`config.mk`:
```
export PLATFORM = sky130hd
export DESIGN_NAME = aukv_uart_rx
export DESIGN_NICKNAME = d
export VERILOG_FILES = /design/src/rtl/aukv_uart_pkg.sv /design/src/rtl/aukv_sync_fifo.sv /design/src/rtl/aukv_uart_rx.sv
export SDC_FILE = /design/constraint.sdc
export NUM_CORES = 1
export LEC_CHECK = 0
export ABC_CLOCK_PERIOD_IN_PS = 3200
export BUFFER_PORTS_ARGS = -buffer_cell sky130_fd_sc_hd__clkbuf_2
export CAP_MARGIN = 20
export CORE_ASPECT_RATIO = 1.4
export CORE_MARGIN = 4
export CORE_UTILIZATION = 50
export DETAILED_ROUTE_END_ITERATION = 10
export GPL_ROUTABILITY_DRIVEN = 0
export MAX_ROUTING_LAYER = met4
export PLACE_DENSITY = 0.67
export SETUP_SLACK_MARGIN = 0.02
export SLEW_MARGIN = 15
export SYNTH_ARGS = -nofsm -noshare
export SYNTH_HDL_FRONTEND = slang
export SYNTH_SLANG_ARGS = --single-unit
```
`constraint.sdc`:
```
create_clock -name i_clk -period 3.2 [get_ports i_clk]
set_clock_uncertainty 0.1 [all_clocks]
set_input_delay 0.32 -clock i_clk [delete_from_list [all_inputs] [get_ports i_clk]]
set_output_delay 0.32 -clock i_clk [all_outputs]
set_load 0.1 [all_outputs]
```
`src/rtl/aukv_uart_pkg.sv`:
```
// Shared UART definitions: line-FSM state encoding and divider/counter sizing helpers.
package aukv_uart_pkg;

   typedef enum logic [1:0] {
      IDLE  = 2'd0,
      START = 2'd1,
      DATA  = 2'd2,
      STOP  = 2'd3
   } uart_state_e;

   // Oversample tick divider, rounded down.
   function automatic int unsigned uart_div(input int unsigned clk_freq,
                                            input int unsigned baud,
                                            input int unsigned os);
      return clk_freq / (baud * os);
   endfunction

   function automatic int unsigned cnt_width(input int unsigned n);
      return (n < 2) ? 1 : $clog2(n);
   endfunction

endpackage

```
`src/rtl/aukv_sync_fifo.sv`:
```
// Generic synchronous FIFO: a push is visible at the head one cycle later.
// A push into a full FIFO is accepted only when a pop frees a slot in the same cycle.
module aukv_sync_fifo #(
   parameter int unsigned WIDTH = 8,
   parameter int unsigned DEPTH = 4
) (
   input  logic             i_clk,
   input  logic             i_rstn,
   input  logic             i_wr_vld,
   input  logic [WIDTH-1:0] i_wr_dat,
   output logic             o_full,
   output logic             o_rd_vld,
   output logic [WIDTH-1:0] o_rd_dat,
   input  logic             i_rd_rdy
);
   localparam int unsigned AW = (DEPTH < 2) ? 1 : $clog2(DEPTH);

   logic [AW:0]      wptr_q, rptr_q;
   logic [WIDTH-1:0] mem_q [DEPTH];
   logic             empty, rd_en, wr_en;

   // Extra MSB on each pointer distinguishes full from empty.
   assign empty    = (wptr_q == rptr_q);
   assign o_full   = (wptr_q[AW] != rptr_q[AW]) && (wptr_q[AW-1:0] == rptr_q[AW-1:0]);
   assign o_rd_vld = !empty;
   assign o_rd_dat = mem_q[rptr_q[AW-1:0]];
   assign rd_en    = !empty && i_rd_rdy;
   assign wr_en    = i_wr_vld && (!o_full || rd_en);

   always_ff @(posedge i_clk or negedge i_rstn) begin
      if (!i_rstn) begin
         wptr_q <= '0;
         rptr_q <= '0;
         for (int i = 0; i < int'(DEPTH); i++) mem_q[i] <= '0;
      end else begin
         if (wr_en) begin
            mem_q[wptr_q[AW-1:0]] <= i_wr_dat;
            wptr_q                <= wptr_q + 1'b1;
         end
         if (rd_en) rptr_q <= rptr_q + 1'b1;
      end
   end

endmodule

```
`src/rtl/aukv_uart_rx.sv`:
```
// 8N1 UART receiver with 3-sample majority vote; byte reaches o_valid one cycle after mid-stop push.
// Consumer backpressure via i_ready; bytes arriving while the FIFO is full are dropped and flagged.
module aukv_uart_rx
   import aukv_uart_pkg::*;
#(
   parameter int unsigned CLK_FREQ   = 50_000_000,
   parameter int unsigned BAUD       = 115200,
   parameter int unsigned OVERSAMPLE = 16,
   parameter int unsigned FIFO_DEPTH = 4
) (
   input  logic       i_clk,
   input  logic       i_rstn,
   input  logic       i_rx,
   output logic [7:0] o_data,
   output logic       o_valid,
   input  logic       i_ready,
   output logic       o_frame_err,
   output logic       o_overrun,
   input  logic       i_clr_err,
   output logic       o_busy
);
   localparam int unsigned DIV = uart_div(CLK_FREQ, BAUD, OVERSAMPLE);
   localparam int unsigned DW  = cnt_width(DIV);
   localparam int unsigned SW  = cnt_width(OVERSAMPLE);
   localparam logic [DW-1:0] DIV_LAST = DW'(DIV - 1);
   localparam logic [SW-1:0] S_LO     = SW'(OVERSAMPLE / 2 - 1);
   localparam logic [SW-1:0] S_MID    = SW'(OVERSAMPLE / 2);
   localparam logic [SW-1:0] S_HI     = SW'(OVERSAMPLE / 2 + 1);
   localparam logic [SW-1:0] S_LAST   = SW'(OVERSAMPLE - 1);

   logic          rx_meta_q, rx_s_q, rx_prev_q;
   uart_state_e   state_q;
   logic [DW-1:0] div_q;
   logic [SW-1:0] samp_q;
   logic [1:0]    votes_q;
   logic          bit_q;
   logic [2:0]    idx_q;
   logic [7:0]    shreg_q;
   logic          push_vld_q;
   logic [7:0]    push_dat_q;
   logic          frame_err_q, overrun_q;
   logic          tick, vote_tick, end_tick, vote_d, fifo_full, pop;

   assign tick      = (state_q != IDLE) && (div_q == DIV_LAST);
   assign vote_tick = tick && (samp_q == S_HI);
   assign end_tick  = tick && (samp_q == S_LAST);
   assign vote_d    = (votes_q[0] & votes_q[1]) | (votes_q[0] & rx_s_q) | (votes_q[1] & rx_s_q);
   assign pop       = o_valid && i_ready;

   always_ff @(posedge i_clk or negedge i_rstn) begin
      if (!i_rstn) begin
         rx_meta_q <= 1'b1;
         rx_s_q    <= 1'b1;
         rx_prev_q <= 1'b1;
      end else begin
         rx_meta_q <= i_rx;
         rx_s_q    <= rx_meta_q;
         rx_prev_q <= rx_s_q;
      end
   end

   always_ff @(posedge i_clk or negedge i_rstn) begin
      if (!i_rstn) begin
         state_q     <= IDLE;
         div_q       <= '0;
         samp_q      <= '0;
         votes_q     <= '0;
         bit_q       <= 1'b0;
         idx_q       <= '0;
         shreg_q     <= '0;
         push_vld_q  <= 1'b0;
         push_dat_q  <= '0;
         frame_err_q <= 1'b0;
      end else begin
         push_vld_q <= 1'b0;
         if (i_clr_err) frame_err_q <= 1'b0;

         // Divider and sample counter restart on every start edge so sampling is phase-aligned.
         if (state_q == IDLE) begin
            div_q  <= '0;
            samp_q <= '0;
         end else if (tick) begin
            div_q  <= '0;
            samp_q <= samp_q + 1'b1;
         end else begin
            div_q <= div_q + 1'b1;
         end
         if (tick && samp_q == S_LO)  votes_q[0] <= rx_s_q;
         if (tick && samp_q == S_MID) votes_q[1] <= rx_s_q;

         case (state_q)
            IDLE: if (rx_prev_q && !rx_s_q) state_q <= START;
            START: begin
               if (vote_tick && vote_d) begin
                  state_q <= IDLE;
               end else if (end_tick) begin
                  state_q <= DATA;
                  idx_q   <= '0;
               end
            end
            DATA: begin
               if (vote_tick) bit_q <= vote_d;
               if (end_tick) begin
                  shreg_q <= {bit_q, shreg_q[7:1]};
                  idx_q   <= idx_q + 1'b1;
                  if (idx_q == 3'd7) state_q <= STOP;
               end
            end
            STOP: begin
               // Leave at mid-stop so a following start edge one bit later is not missed.
               if (vote_tick) begin
                  state_q <= IDLE;
                  if (vote_d) begin
                     push_vld_q <= 1'b1;
                     push_dat_q <= shreg_q;
                  end else begin
                     frame_err_q <= 1'b1;
                  end
               end
            end
            default: state_q <= IDLE;
         endcase
      end
   end

   always_ff @(posedge i_clk or negedge i_rstn) begin
      if (!i_rstn) begin
         overrun_q <= 1'b0;
      end else if (push_vld_q && fifo_full && !pop) begin
         overrun_q <= 1'b1;
      end else if (i_clr_err) begin
         overrun_q <= 1'b0;
      end
   end

   aukv_sync_fifo #(
      .WIDTH (8),
      .DEPTH (FIFO_DEPTH)
   ) u_fifo (
      .i_clk    (i_clk),
      .i_rstn   (i_rstn),
      .i_wr_vld (push_vld_q),
      .i_wr_dat (push_dat_q),
      .o_full   (fifo_full),
      .o_rd_vld (o_valid),
      .o_rd_dat (o_data),
      .i_rd_rdy (i_ready)
   );

   assign o_frame_err = frame_err_q;
   assign o_overrun   = overrun_q;
   assign o_busy      = (state_q != IDLE);

endmodule

```
==> results of run 1 <==
[synthesized netlist by cell type, types with 2 or more instances]
cell type / instances
a21oi_1: 5
a22o_1: 2
buf_2: 3
buf_4: 3
clkbuf_1: 2
dfrtp_1: 74
dfstp_2: 3
ha_1: 12
inv_1: 10
mux2_2: 54
mux4_2: 8
nand2_1: 10
nand3_1: 5
nand3_2: 4
nand4_1: 2
nor2_1: 12
nor4_1: 2
o21ai_0: 2
o22ai_1: 2
xnor2_1: 7
xor2_1: 5
[area by class of cell]
cell class	count	area, um2	area share [%]
clock buffer	10	127.6	3.372
clock inverter	6	63.81	1.686
inverter	10	37.54	0.9917
multi-input combinational	147	1418	37.45
sequential	77	1931	51.01
tap	92	115.1	3.041
timing repair buffer	17	92.59	2.446
[path summary, 6_finish.rpt]
kind / from / endpoint / slack [ns] / cells after the start
setup / recovery: u_fifo.rptr_q[0] / o_valid / 0.66 / 4
hold / removal: i_rstn / u_fifo.wptr_q[0] / 0.01 / 1
setup reg to reg: div_q[0] / shreg_q[7] / 1.02 / 6
hold reg to reg: rx_meta_q / rx_s_q / 0.26 / 0
max in group asynchronous: i_rstn / samp_q[1] / 2.39 / 1
min in group i_clk: i_clr_err / o_overrun / 0.09 / 2
[routing by layer]
metal / track usage, % / vias up / share of wire (%)
li1: - / 903 / -
met1: 17.07 / 932 / 45
met2: 23.59 / 18 / 50
met3: 2.797 / 10 / 2.6
met4: 8.625 / 0 / 2.8
met5: - / - / 0
[power groups by stage]
| stage | Combinational, mW | Clock [mW] | Sequential (mW) |
|---|---|---|---|
| after global routing | 0.203 | 0.773 | 1.08 |
| after CTS | 0.178 | 0.733 | 1.07 |
| after global placement | 0.167 | 0 | 1.09 |
| after floorplan | 0.130 | 0 | 1.08 |
| final | 0.172 | 0.705 | 1.07 |
| after detailed placement | 0.176 | 0 | 1.09 |
[metrics by stage]
stage | std cells | worst slack [ns]
6_report | 359 | 0.6608
5_1_grt | 359 | 0.4942
4_1_cts | 359 | 0.5922
3_5_place_dp | 342 | 0.9860
3_3_place_gp | 342 | 1.037
2_1_floorplan | 242 | 1.267
[flip-flops by register name, summed over array words and instances, names as in the netlist, 2 cells and up, named ones only]
name	cells
u_fifo.rptr_q	3
votes_q	2
push_dat_q	8
idx_q	3
shreg_q	8
div_q	5
samp_q	4
u_fifo.mem_q	32
u_fifo.wptr_q	3
[logic make-up (layout without fill, tap and decap cells)]
logic type      after synthesis  in the layout  share of synthesized area, %
compound gates               15             15                         2.845
xor+xnor                     12             12                         3.063
fa+ha+maj                    13             13                         4.668
buf+inv                      18             43                         2.407
flops                        77             77                         56.27
mux                          62             62                         22.98
simple gates                 45             45                         7.768
[repair_timing]
item / in CTS / in global routing
hold buffers: 1 / 0
endpoints found under the hold margin: 1 / 0
endpoints found under the setup margin: 0 / 0
==> impl_results.rst, run 1 <==
.. list-table::
   :header-rows: 1

   * - Metric
     - Value
   * - Run status
     - finished clean
   * - Standard-cell rows
     - 35
   * - Worst-path maximum fanout
     - 11
   * - Synthesis-to-finish area growth
     - 10.32%
   * - Count of pins on the block boundary
     - 17
   * - Slew margin rel.
     - 38.34%
   * - Unrepaired setup endpoints after global routing
     - false
   * - Time the final worst path needs with I/O delays and setup
     - 2.539 ns
   * - Sw Share
     - between 20 and 30%
   * - Count of different cell masters after synthesis
     - 36
   * - Commonest non-fill, non-tap cells in the layout
     - 74 x dfrtp_1, 54 x mux2_2, 15 x clkbuf_2, 12 x nor2_1, 12 x ha_1
   * - Total count of max-transition violations in the final report
     - 0
   * - Post-route worst hold slack
     - between 0.01 and 0.015 ns
   * - Placed cell area
     - between 0.003 and 0.004 mm2
   * - Net switching power figure
     - between 0.4 and 0.5 mW
   * - Clock tree root buffer cell
     - clkbuf_8
   * - Fraction of final layout cells with drive strength greater than 1
     - 38.58%
   * - Synthesized instance count
     - approximately 240
   * - Routed len/inst
     - 14.74 um
   * - DRT Pass-1 Iters
     - 4
   * - Wire length of the first global-routing pass
     - 9.266 mm
   * - Aggregate negative setup slack
     - 0 ns
   * - Max-cap violations
     - 0
   * - Critical-path cell list
     - xnor2_1 -> nand2_1 -> or2_2 -> clkbuf_2
   * - Number of buffers on the longest clock path
     - 2
   * - Antenna violation net count after detailed routing
     - 0
   * - Global route total overflow
     - 0
   * - Power density cells
     - 515.6 mW/mm2
   * - Synth area leader
     - dfrtp_1
   * - Total die area
     - ~0.0083 mm2
   * - Main flop type after synthesis
     - dfrtp_1
   * - Number of hold violations in the final report
     - 0
   * - Crit path largest cell delay
     - 0.76 ns
   * - Residual DRC
     - 0
   * - Final wirelength
     - between 5 and 6 mm
   * - End-of-flow core utilization
     - between 50% and 60%
   * - Average size of a mapped cell
     - 14.18 um2
   * - Count of flip-flops with a built-in enable after synthesis
     - 0
   * - Port Buf Inserts
     - 16
   * - Total CTS buffers
     - 9
   * - Overall die width
     - between 70 and 80 um
   * - Cell at the slowest stage of the critical path
     - dfrtp_1
   * - Clock Latency Late Sink
     - approximately 0.34 ns
   * - Data arrival, critical path
     - 2.12 ns
   * - Setup fix buffers added after clock tree synthesis
     - 0
   * - Post-synthesis register bit count
     - 77
   * - Count of buffer and inverter cells on the critical path
     - 1
   * - Non-Filler Cell Area, Final
     - about 0.0038 mm2
   * - Die H
     - 106.0 um
   * - Final Setup Violations
     - 0
   * - Share of the synthesized area in the top cell type
     - 53.98%
   * - Synth warnings
     - 0
   * - Static leakage
     - roughly 1.9 nW
   * - Clock Sink Count
     - 77
   * - Fin nets
     - 279
   * - Total number of H-tree levels
     - 3
   * - Clock tree from TritonCTS
     - done
   * - Post-cts gate resize count
     - 0
   * - Element type at the critical path start
     - flop
   * - Cell family with most CP delay
     - flip-flops
   * - Maximum number of pins on one net before global-route repair
     - 78
   * - Tightest Hold Check Type
     - primary input to async pin
   * - Slew at the pin closest to its max-slew limit
     - between 0.9 and 1 ns
   * - Fraction of power consumed by sequential logic
     - 55.1%
   * - Number of vias per cell after detailed routing
     - 5.189
   * - Final period util
     - between 70% and 80%
   * - Number of antenna violations at the first check in global routing
     - 0
   * - Overall power of the completed layout
     - 1.951 mW
   * - Starting density of the core
     - ~52%
   * - Cell area after technology mapping
     - 0.003431 mm2
   * - Maximum operating frequency
     - about 390 MHz
   * - Endpoint class of the critical path
     - primary output
   * - Clock power share
     - a little over a third
   * - Worst IR Drop VDD
     - 0.0004711 V
   * - Total vias in the final route
     - 1,863
   * - Post-synth ARST share
     - 100.0%
   * - Via count of the first global-routing pass
     - 1,985
   * - DR iter-0 viols
     - 75
   * - Total global routing track utilization
     - approximately 15%
   * - Number of inserted filler cells in the final layout
     - 549
   * - Cells taking the most area after synthesis
     - dfrtp_1 54%, mux2_2 18%, mux4_2 5.3%
   * - Number of inserted diodes
     - 0
   * - Setup CP Type
     - flop to primary output
   * - Floorplan Core Area
     - 0.006613 mm2
   * - Commonest non-fill, non-tap cell in the layout
     - dfrtp_1
   * - Clock slew at the register clock pins of the worst setup and hold paths
     - ~0.080 ns
   * - Part of the Yosys area used for sequential elements
     - 56.27%
   * - Portion of total power attributed to combinational logic
     - approximately 9%
   * - Post-Synthesis Net Count
     - 259
   * - Internal power
     - 1.452 mW
   * - Required @ worst endpoint
     - 2.78 ns
   * - HPWL Detailed
     - 3.612 mm
No activity file was read; power rests on OpenSTA's default activity.
==> inputs of run 2 (changes only) <==
--- a/config.mk
+++ b/config.mk
@@ -5,7 +5,7 @@
 export SDC_FILE = /design/constraint.sdc
 export NUM_CORES = 1
 export LEC_CHECK = 0
-export ABC_CLOCK_PERIOD_IN_PS = 3200
+export ABC_CLOCK_PERIOD_IN_PS = 2050
 export BUFFER_PORTS_ARGS = -buffer_cell sky130_fd_sc_hd__clkbuf_2
 export CAP_MARGIN = 20
 export CORE_ASPECT_RATIO = 1.4
@@ -14,7 +14,7 @@
 export DETAILED_ROUTE_END_ITERATION = 10
 export GPL_ROUTABILITY_DRIVEN = 0
 export MAX_ROUTING_LAYER = met4
-export PLACE_DENSITY = 0.67
+export PLACE_DENSITY = 0.7
 export SETUP_SLACK_MARGIN = 0.02
 export SLEW_MARGIN = 15
 export SYNTH_ARGS = -nofsm -noshare
==> constraint.sdc (replaced) <==
create_clock -name i_clk -period 2.05 [get_ports i_clk]
set_clock_uncertainty 0.1 [all_clocks]
set_input_delay 0.205 -clock i_clk [delete_from_list [all_inputs] [get_ports i_clk]]
set_output_delay 0.205 -clock i_clk [all_outputs]
set_load 0.1 [all_outputs]
==> impl_results.rst, run 2 (same netlist as run 1, synthesis figures left out) <==
.. list-table::
   :header-rows: 1

   * - Metric
     - Value
   * - Run status
     - finished clean
   * - Aggregate negative setup slack
     - 0 ns
   * - DR iter-0 viols
     - 65
   * - Count of pins on the block boundary
     - 17
   * - Clock slew at the register clock pins of the worst setup and hold paths
     - 0.07 ns
   * - Overall die width
     - 78.01 um
   * - Internal power
     - 2.319 mW
   * - Routed len/inst
     - approximately 15 um
   * - Max-cap violations
     - 0
   * - Fraction of power consumed by sequential logic
     - a little over half
   * - Maximum operating frequency
     - around 500 MHz
   * - Element type at the critical path start
     - flop
   * - HPWL Detailed
     - 3.873 mm
   * - Clock tree from TritonCTS
     - done
   * - Largest register by flop count
     - u_fifo.mem_q
   * - Total count of max-transition violations in the final report
     - 0
   * - Time the final worst path needs with I/O delays and setup
     - 1.993 ns
   * - Static leakage
     - 1.950 nW
   * - Commonest non-fill, non-tap cell in the layout
     - dfrtp_1
   * - Top Registers
     - u_fifo.mem_q: 32 flops, push_dat_q: 8 flops, shreg_q: 8 flops
   * - Met2 WL
     - 2.861 mm
   * - Wire length of the first global-routing pass
     - 9.570 mm
   * - Clock Latency Late Sink
     - 0.34 ns
   * - Number of vias per cell after detailed routing
     - 5.253
   * - Number of hold violations in the final report
     - 0
   * - Fraction of final layout cells with drive strength greater than 1
     - 41.67%
   * - Global route total overflow
     - 0
   * - Port Buf Inserts
     - 16
   * - Worst-path maximum fanout
     - 10
   * - Overall power of the completed layout
     - 3.101 mW
   * - Sw Share
     - 25.22%
   * - Clock power share
     - ~37%
   * - Slew margin rel.
     - 64.09%
   * - Standard-cell rows
     - 35
   * - Portion of total power attributed to combinational logic
     - 9.1%
   * - Antenna violation net count after detailed routing
     - 0
   * - Max reg flops
     - 32
   * - Fin nets
     - 288
   * - Commonest non-fill, non-tap cells in the layout
     - 74 x dfrtp_1, 54 x mux2_2, 12 x ha_1, 11 x nor2_1, 11 x buf_12
   * - Detailed-routed wire length on met3
     - ~160 um
   * - Worst IR Drop VDD
     - 0.0006450 V
   * - Residual DRC
     - 0
   * - Setup fix buffers added after clock tree synthesis
     - 0
   * - Clock Sink Count
     - 77
   * - Power density cells
     - 764.7 mW/mm2
   * - Required @ worst endpoint
     - 1.75 ns
   * - Top Layer Used
     - met4
   * - Total CTS buffers
     - 9
   * - Final Setup Violations
     - 0
   * - Number of inserted diodes
     - 0
   * - Number of buffers on the longest clock path
     - 2
   * - Maximum number of pins on one net before global-route repair
     - 41
   * - Clock tree root buffer cell
     - clkbuf_8
   * - Total die area
     - 0.008270 mm2
   * - Total vias in the final route
     - approximately 1,900
   * - Floorplan Core Area
     - 0.006613 mm2
   * - Number of antenna violations at the first check in global routing
     - 0
   * - Synthesis-to-finish area growth
     - 18.20%
   * - Via count of the first global-routing pass
     - roughly 2,000
   * - Setup CP Type
     - flop to primary output
   * - FF-to-FF setup slack
     - 0.15 ns
   * - Unrepaired setup endpoints after global routing
     - true
   * - Endpoint class of the critical path
     - primary output
   * - DRT Pass-1 Iters
     - 4
   * - Total global routing track utilization
     - around 16%
   * - Routed length on met1
     - 2.357 mm
   * - Die H
     - 106.0 um
   * - Tightest Hold Check Type
     - primary input to flop
   * - Slew at the pin closest to its max-slew limit
     - roughly 0.54 ns
   * - Total number of H-tree levels
     - 3
   * - Net switching power figure
     - 0.7819 mW
   * - Data arrival, critical path
     - 1.69 ns
   * - Final wirelength
     - around 5.5 mm
   * - Final period util
     - between 90% and 100%
   * - Starting density of the core
     - 51.88%
[run 2: cell types whose count changed in the layout (fill, tap and decap cells not counted), moves of 2 or more]
cell and delta:
buf_12 +11, clkbuf_2 -9, buf_4 +5, dlygate4sd3_1 +2
xnor2_1 -2, xnor2_2 +2
[run 2: worst paths after layout]
path                                  start                to  cells past startpoint
min                                 i_ready  u_fifo.rptr_q[2]                      3
min in group asynchronous            i_rstn  u_fifo.mem_q[21]                      2
min reg2reg                       rx_meta_q            rx_s_q                      0
max                        u_fifo.rptr_q[0]         o_data[3]                      3
max reg2reg                u_fifo.rptr_q[2]   u_fifo.mem_q[8]                      4
max in group asynchronous            i_rstn        shreg_q[2]                      3
[run 2: cell type report]
class | count | area [um2]
fill | 504 | 2557
sequential | 77 | 1931
multi-input combinational | 147 | 1445
timing repair buffer | 26 | 325.3
clock buffer | 11 | 141.4
tap | 92 | 115.1
clock inverter | 5 | 60.06
inverter | 10 | 37.54
[run 2: critical path, cell delays in order (launching register included)]
cell     delay, ns
dfrtp_1       0.44
buf_12        0.18
mux4_2        0.54
buf_12        0.19
[run 2: what timing repair did]
action / 4_1_cts / 5_1_grt
resized for setup: 1 / 8
hold buffers: 3 / 0
endpoints found under the setup margin: 8 / 27
endpoints found under the hold margin: 41 / 0
[run 2: power groups by stage]
stage	Clock [mW]	Sequential (mW)	Combinational [mW]
6_report	1.14	1.68	0.282
5_1_grt	1.27	1.69	0.351
4_1_cts	1.19	1.68	0.290
3_5_place_dp	0	1.71	0.285
3_3_place_gp	0	1.70	0.276
2_1_floorplan	0	1.69	0.203
[run 2: layer usage]
metal | GRT usage (%) | vias up
li1 | - | 918
met1 | 17.91 | 984
met2 | 25.49 | 22
met3 | 4.661 | 9
met4 | 6.750 | 0
met5 | - | -
[run 2: per-stage QoR]
step                instances  setup slack [ns]  hold slack (ns)  utilization, %  cell area [um2]
finish                    368           0.05674          0.07903           61.32             4055
global route              368          -0.01352           0.1175           61.32             4055
CTS                       368           0.02543          0.06047           60.78             4019
detailed placement        349           0.07177           0.1168           57.22             3784
global placement          349            0.1459           0.1137           57.22             3784
floorplan                 242            0.1169          -0.1906               -             3431
==> inputs of run 3 (changes only) <==
--- a/config.mk
+++ b/config.mk
@@ -5,6 +5,7 @@
 export SDC_FILE = /design/constraint.sdc
 export NUM_CORES = 1
 export LEC_CHECK = 0
+export ABC_AREA = 1
 export ABC_CLOCK_PERIOD_IN_PS = 2050
 export BUFFER_PORTS_ARGS = -buffer_cell sky130_fd_sc_hd__clkbuf_2
 export CAP_MARGIN = 20
==> impl_results.rst, run 3 <==
.. list-table::
   :header-rows: 1

   * - Metric
     - Value
   * - Required @ worst endpoint
     - 1.75 ns
   * - Post-Synthesis Net Count
     - between 400 and 500
   * - Global route total overflow
     - 0
   * - Slew at the pin closest to its max-slew limit
     - 0.5402 ns
   * - Overall die width
     - slightly below 80 um
   * - Main flop type after synthesis
     - dfrtp_1
   * - Total count of max-transition violations in the final report
     - 0
   * - Tightest Hold Check Type
     - primary input to flop
   * - Maximum number of pins on one net before global-route repair
     - about 40
   * - Clock tree root buffer cell
     - clkbuf_8
   * - Residual DRC
     - 0
   * - Total number of H-tree levels
     - 3
   * - Max-cap violations
     - 0
   * - DRT Pass-1 Iters
     - 4
   * - Number of vias per cell after detailed routing
     - 4.934
   * - Data arrival, critical path
     - roughly 1.7 ns
   * - Total global routing track utilization
     - 19.12%
   * - Static leakage
     - 2.206 nW
   * - Total die area
     - 0.008541 mm2
   * - Fin nets
     - 451
   * - Setup CP Type
     - flop to primary output
   * - Total vias in the final route
     - 2,635
   * - Clock Sink Count
     - 77
   * - Starting density of the core
     - between 50% and 60%
   * - Antenna violation net count after detailed routing
     - 0
   * - Time the final worst path needs with I/O delays and setup
     - a little under 2 ns
   * - Sw Share
     - 28.56%
   * - Number of buffers on the longest clock path
     - 2
   * - Count of flip-flops with a built-in enable after synthesis
     - 0
   * - Post-synthesis register bit count
     - 77
   * - Average size of a mapped cell
     - 8.755 um2
   * - Worst-path maximum fanout
     - 16
   * - Top post-synthesis cells by count
     - 148 x nand2_1, 74 x dfrtp_1, 30 x inv_1
   * - Synthesized instance count
     - 406
   * - Net switching power figure
     - slightly below 1 mW
   * - Port Buf Inserts
     - 16
   * - Portion of total power attributed to combinational logic
     - 12.9%
   * - Clock Latency Late Sink
     - 0.35 ns
   * - Maximum operating frequency
     - 509.5 MHz
   * - Standard-cell rows
     - 36
   * - Die H
     - 107.8 um
   * - Setup slack after placement
     - between 0.2 and 0.25 ns
   * - Clock tree from TritonCTS
     - done
   * - Share of the synthesized area in the top cell type
     - 52.09%
   * - Internal power
     - 2.424 mW
   * - Synth area leader
     - dfrtp_1
   * - Largest register by flop count
     - u_fifo.mem_q
   * - Number of inserted diodes
     - 0
   * - Number of cells traversed by the worst register-to-register path
     - 11
   * - Slew margin rel.
     - around 64%
   * - Crit path largest cell delay
     - 0.42 ns
   * - Worst IR Drop VDD
     - 0.0005978 V
   * - Count of different cell masters after synthesis
     - 31
   * - Total CTS buffers
     - 9
   * - Final wirelength
     - 7.029 mm
   * - Endpoint class of the critical path
     - primary output
   * - Fraction of final layout cells with drive strength greater than 1
     - 18.22%
   * - Fraction of power consumed by sequential logic
     - between 40% and 50%
   * - Clock slew at the register clock pins of the worst setup and hold paths
     - approximately 0.08 ns
   * - Synthesis-to-finish area growth
     - 19.61%
   * - Synth warnings
     - 0
   * - Setup fix buffers added after clock tree synthesis
     - 0
   * - Number of antenna violations at the first check in global routing
     - 0
   * - Cell area after technology mapping
     - 0.003555 mm2
   * - DR iter-0 viols
     - approximately 140
   * - Clock power share
     - 37.5%
   * - Most numerous cell in the Yosys netlist
     - nand2_1
   * - Setup ws final
     - 0.08738 ns
   * - HPWL Detailed
     - about 5.2 mm
   * - Via count of the first global-routing pass
     - 2,737
   * - Final period util
     - 95.74%
   * - Wire length of the first global-routing pass
     - 12.41 mm
   * - Number of hold violations in the final report
     - 0
   * - Count of pins on the block boundary
     - 17
   * - Power density cells
     - 797.9 mW/mm2
   * - Max reg flops
     - 32
   * - FF/Latch Area
     - 0.001931 mm2
   * - Run status
     - finished clean
   * - Unrepaired setup endpoints after global routing
     - true
   * - Final Setup Violations
     - 0
   * - Post-route worst hold slack
     - 0.04647 ns
   * - Element type at the critical path start
     - flop
   * - Number of inserted filler cells in the final layout
     - 619
   * - Critical-path cell list
     - buf_4 -> o21ai_0 -> o22ai_4 -> buf_12
   * - Post-synth ARST share
     - 100.0%
   * - Floorplan Core Area
     - roughly 0.0069 mm2
   * - Cell at the slowest stage of the critical path
     - dfrtp_1
   * - Commonest non-fill, non-tap cell in the layout
     - nand2_1
   * - Overall power of the completed layout
     - 3.392 mW
   * - Top Registers
     - u_fifo.mem_q: 32 flops, push_dat_q: 8 flops, shreg_q: 8 flops
   * - Commonest non-fill, non-tap cells in the layout
     - 147 x nand2_1, 74 x dfrtp_1, 29 x inv_1, 29 x nor2_1, 19 x o21ai_0
   * - Number of instances on the worst hold path
     - 3
   * - Area used by multi-input combinational logic
     - 0.001533 mm2
   * - Cells taking the most area after synthesis
     - dfrtp_1 52%, nand2_1 16%, ha_1 4.2%
   * - Routed len/inst
     - 13.16 um
   * - Part of the Yosys area used for sequential elements
     - 54.31%
run 3: changes by cell type after synthesis, moves of 12 or more:
cell     previous run  this run
nand2_1            10       148
nor2_1             12        29
mux2_2             54         0
o21ai_0             2        23
inv_1              10        30
o21ai_1             0        12
run 3: path summary, 6_finish.rpt:
kind,from,end,slack (ns)
worst max-delay path,u_fifo.rptr_q[0],o_data[5],0.09
max in group asynchronous,i_rstn,rx_meta_q,0.93
worst min-delay path,i_ready,u_fifo.rptr_q[2],0.05
worst min register to register,rx_meta_q,rx_s_q,0.27
worst max register to register,div_q[0],push_dat_q[7],0.25
min in group asynchronous,i_rstn,u_fifo.mem_q[30],0.28
run 3: power by group through the flow:
| stage | sequential, mW | clock, mW | combinational [mW] |
|---|---|---|---|
| after floorplan | 1.70 | 0 | 0.328 |
| after global placement | 1.71 | 0 | 0.420 |
| after detailed placement | 1.71 | 0 | 0.433 |
| after CTS | 1.68 | 1.30 | 0.444 |
| after global routing | 1.69 | 1.36 | 0.503 |
| final | 1.68 | 1.27 | 0.438 |
run 3: cells by family (layout without fill, tap and decap cells):
logic type | count (synthesis) | in the layout | share of synthesized area, %
AND/OR/NAND/NOR | 206 | 206 | 24.74
flip-flops | 77 | 77 | 54.31
AO/OA/AOI/OAI | 55 | 55 | 8.976
buffers and inverters | 47 | 80 | 5.527
adder cells (fa/ha/maj) | 12 | 12 | 4.224
XOR/XNOR | 9 | 9 | 2.218
run 3: cell type report:
| type | instances | area share, % |
|---|---|---|
| clock buffers | 9 | 2.913 |
| clock inverters | 7 | 2.325 |
| inverters | 41 | 3.679 |
| multi-input cells | 282 | 36.05 |
| flip-flops and latches | 77 | 45.41 |
| well taps | 95 | 2.796 |
| repair buffers | 23 | 6.828 |
run 3: repair_timing:
item	CTS	global route
hold endpoints to repair	42	0
setup endpoints to repair	0	10
resized for setup	0	6
hold buffers	3	0
run 3: per-stage QoR:
step / instances / setup TNS, ns / util [%] / area [um2]
6_report: 534 / 0 / 61.29 / 4252
5_1_grt: 534 / 0 / 61.29 / 4252
4_1_cts: 534 / 0 / 61.29 / 4252
3_5_place_dp: 515 / 0 / 57.65 / 3999
3_3_place_gp: 515 / 0 / 57.65 / 3999
2_1_floorplan: 406 / -0.09612 / - / 3660
run 3: metal layers:
| layer | global-route usage, % | routed length, um | vias to the layer above |
|---|---|---|---|
| met1 | 21.32 | 2905 | 1251 |
| met2 | 34.10 | 3859 | 33 |
| met5 | - | 0 | - |
| met3 | 2.513 | 144 | 12 |
| li1 | - | - | 1339 |
| met4 | 7.985 | 120 | 0 |
run 3: critical path, delay by kind of cell, from the launching register on:
kind	cells	cell delay (ns)
compound gates	2	0.50
flops	1	0.42
buf+inv	2	0.39
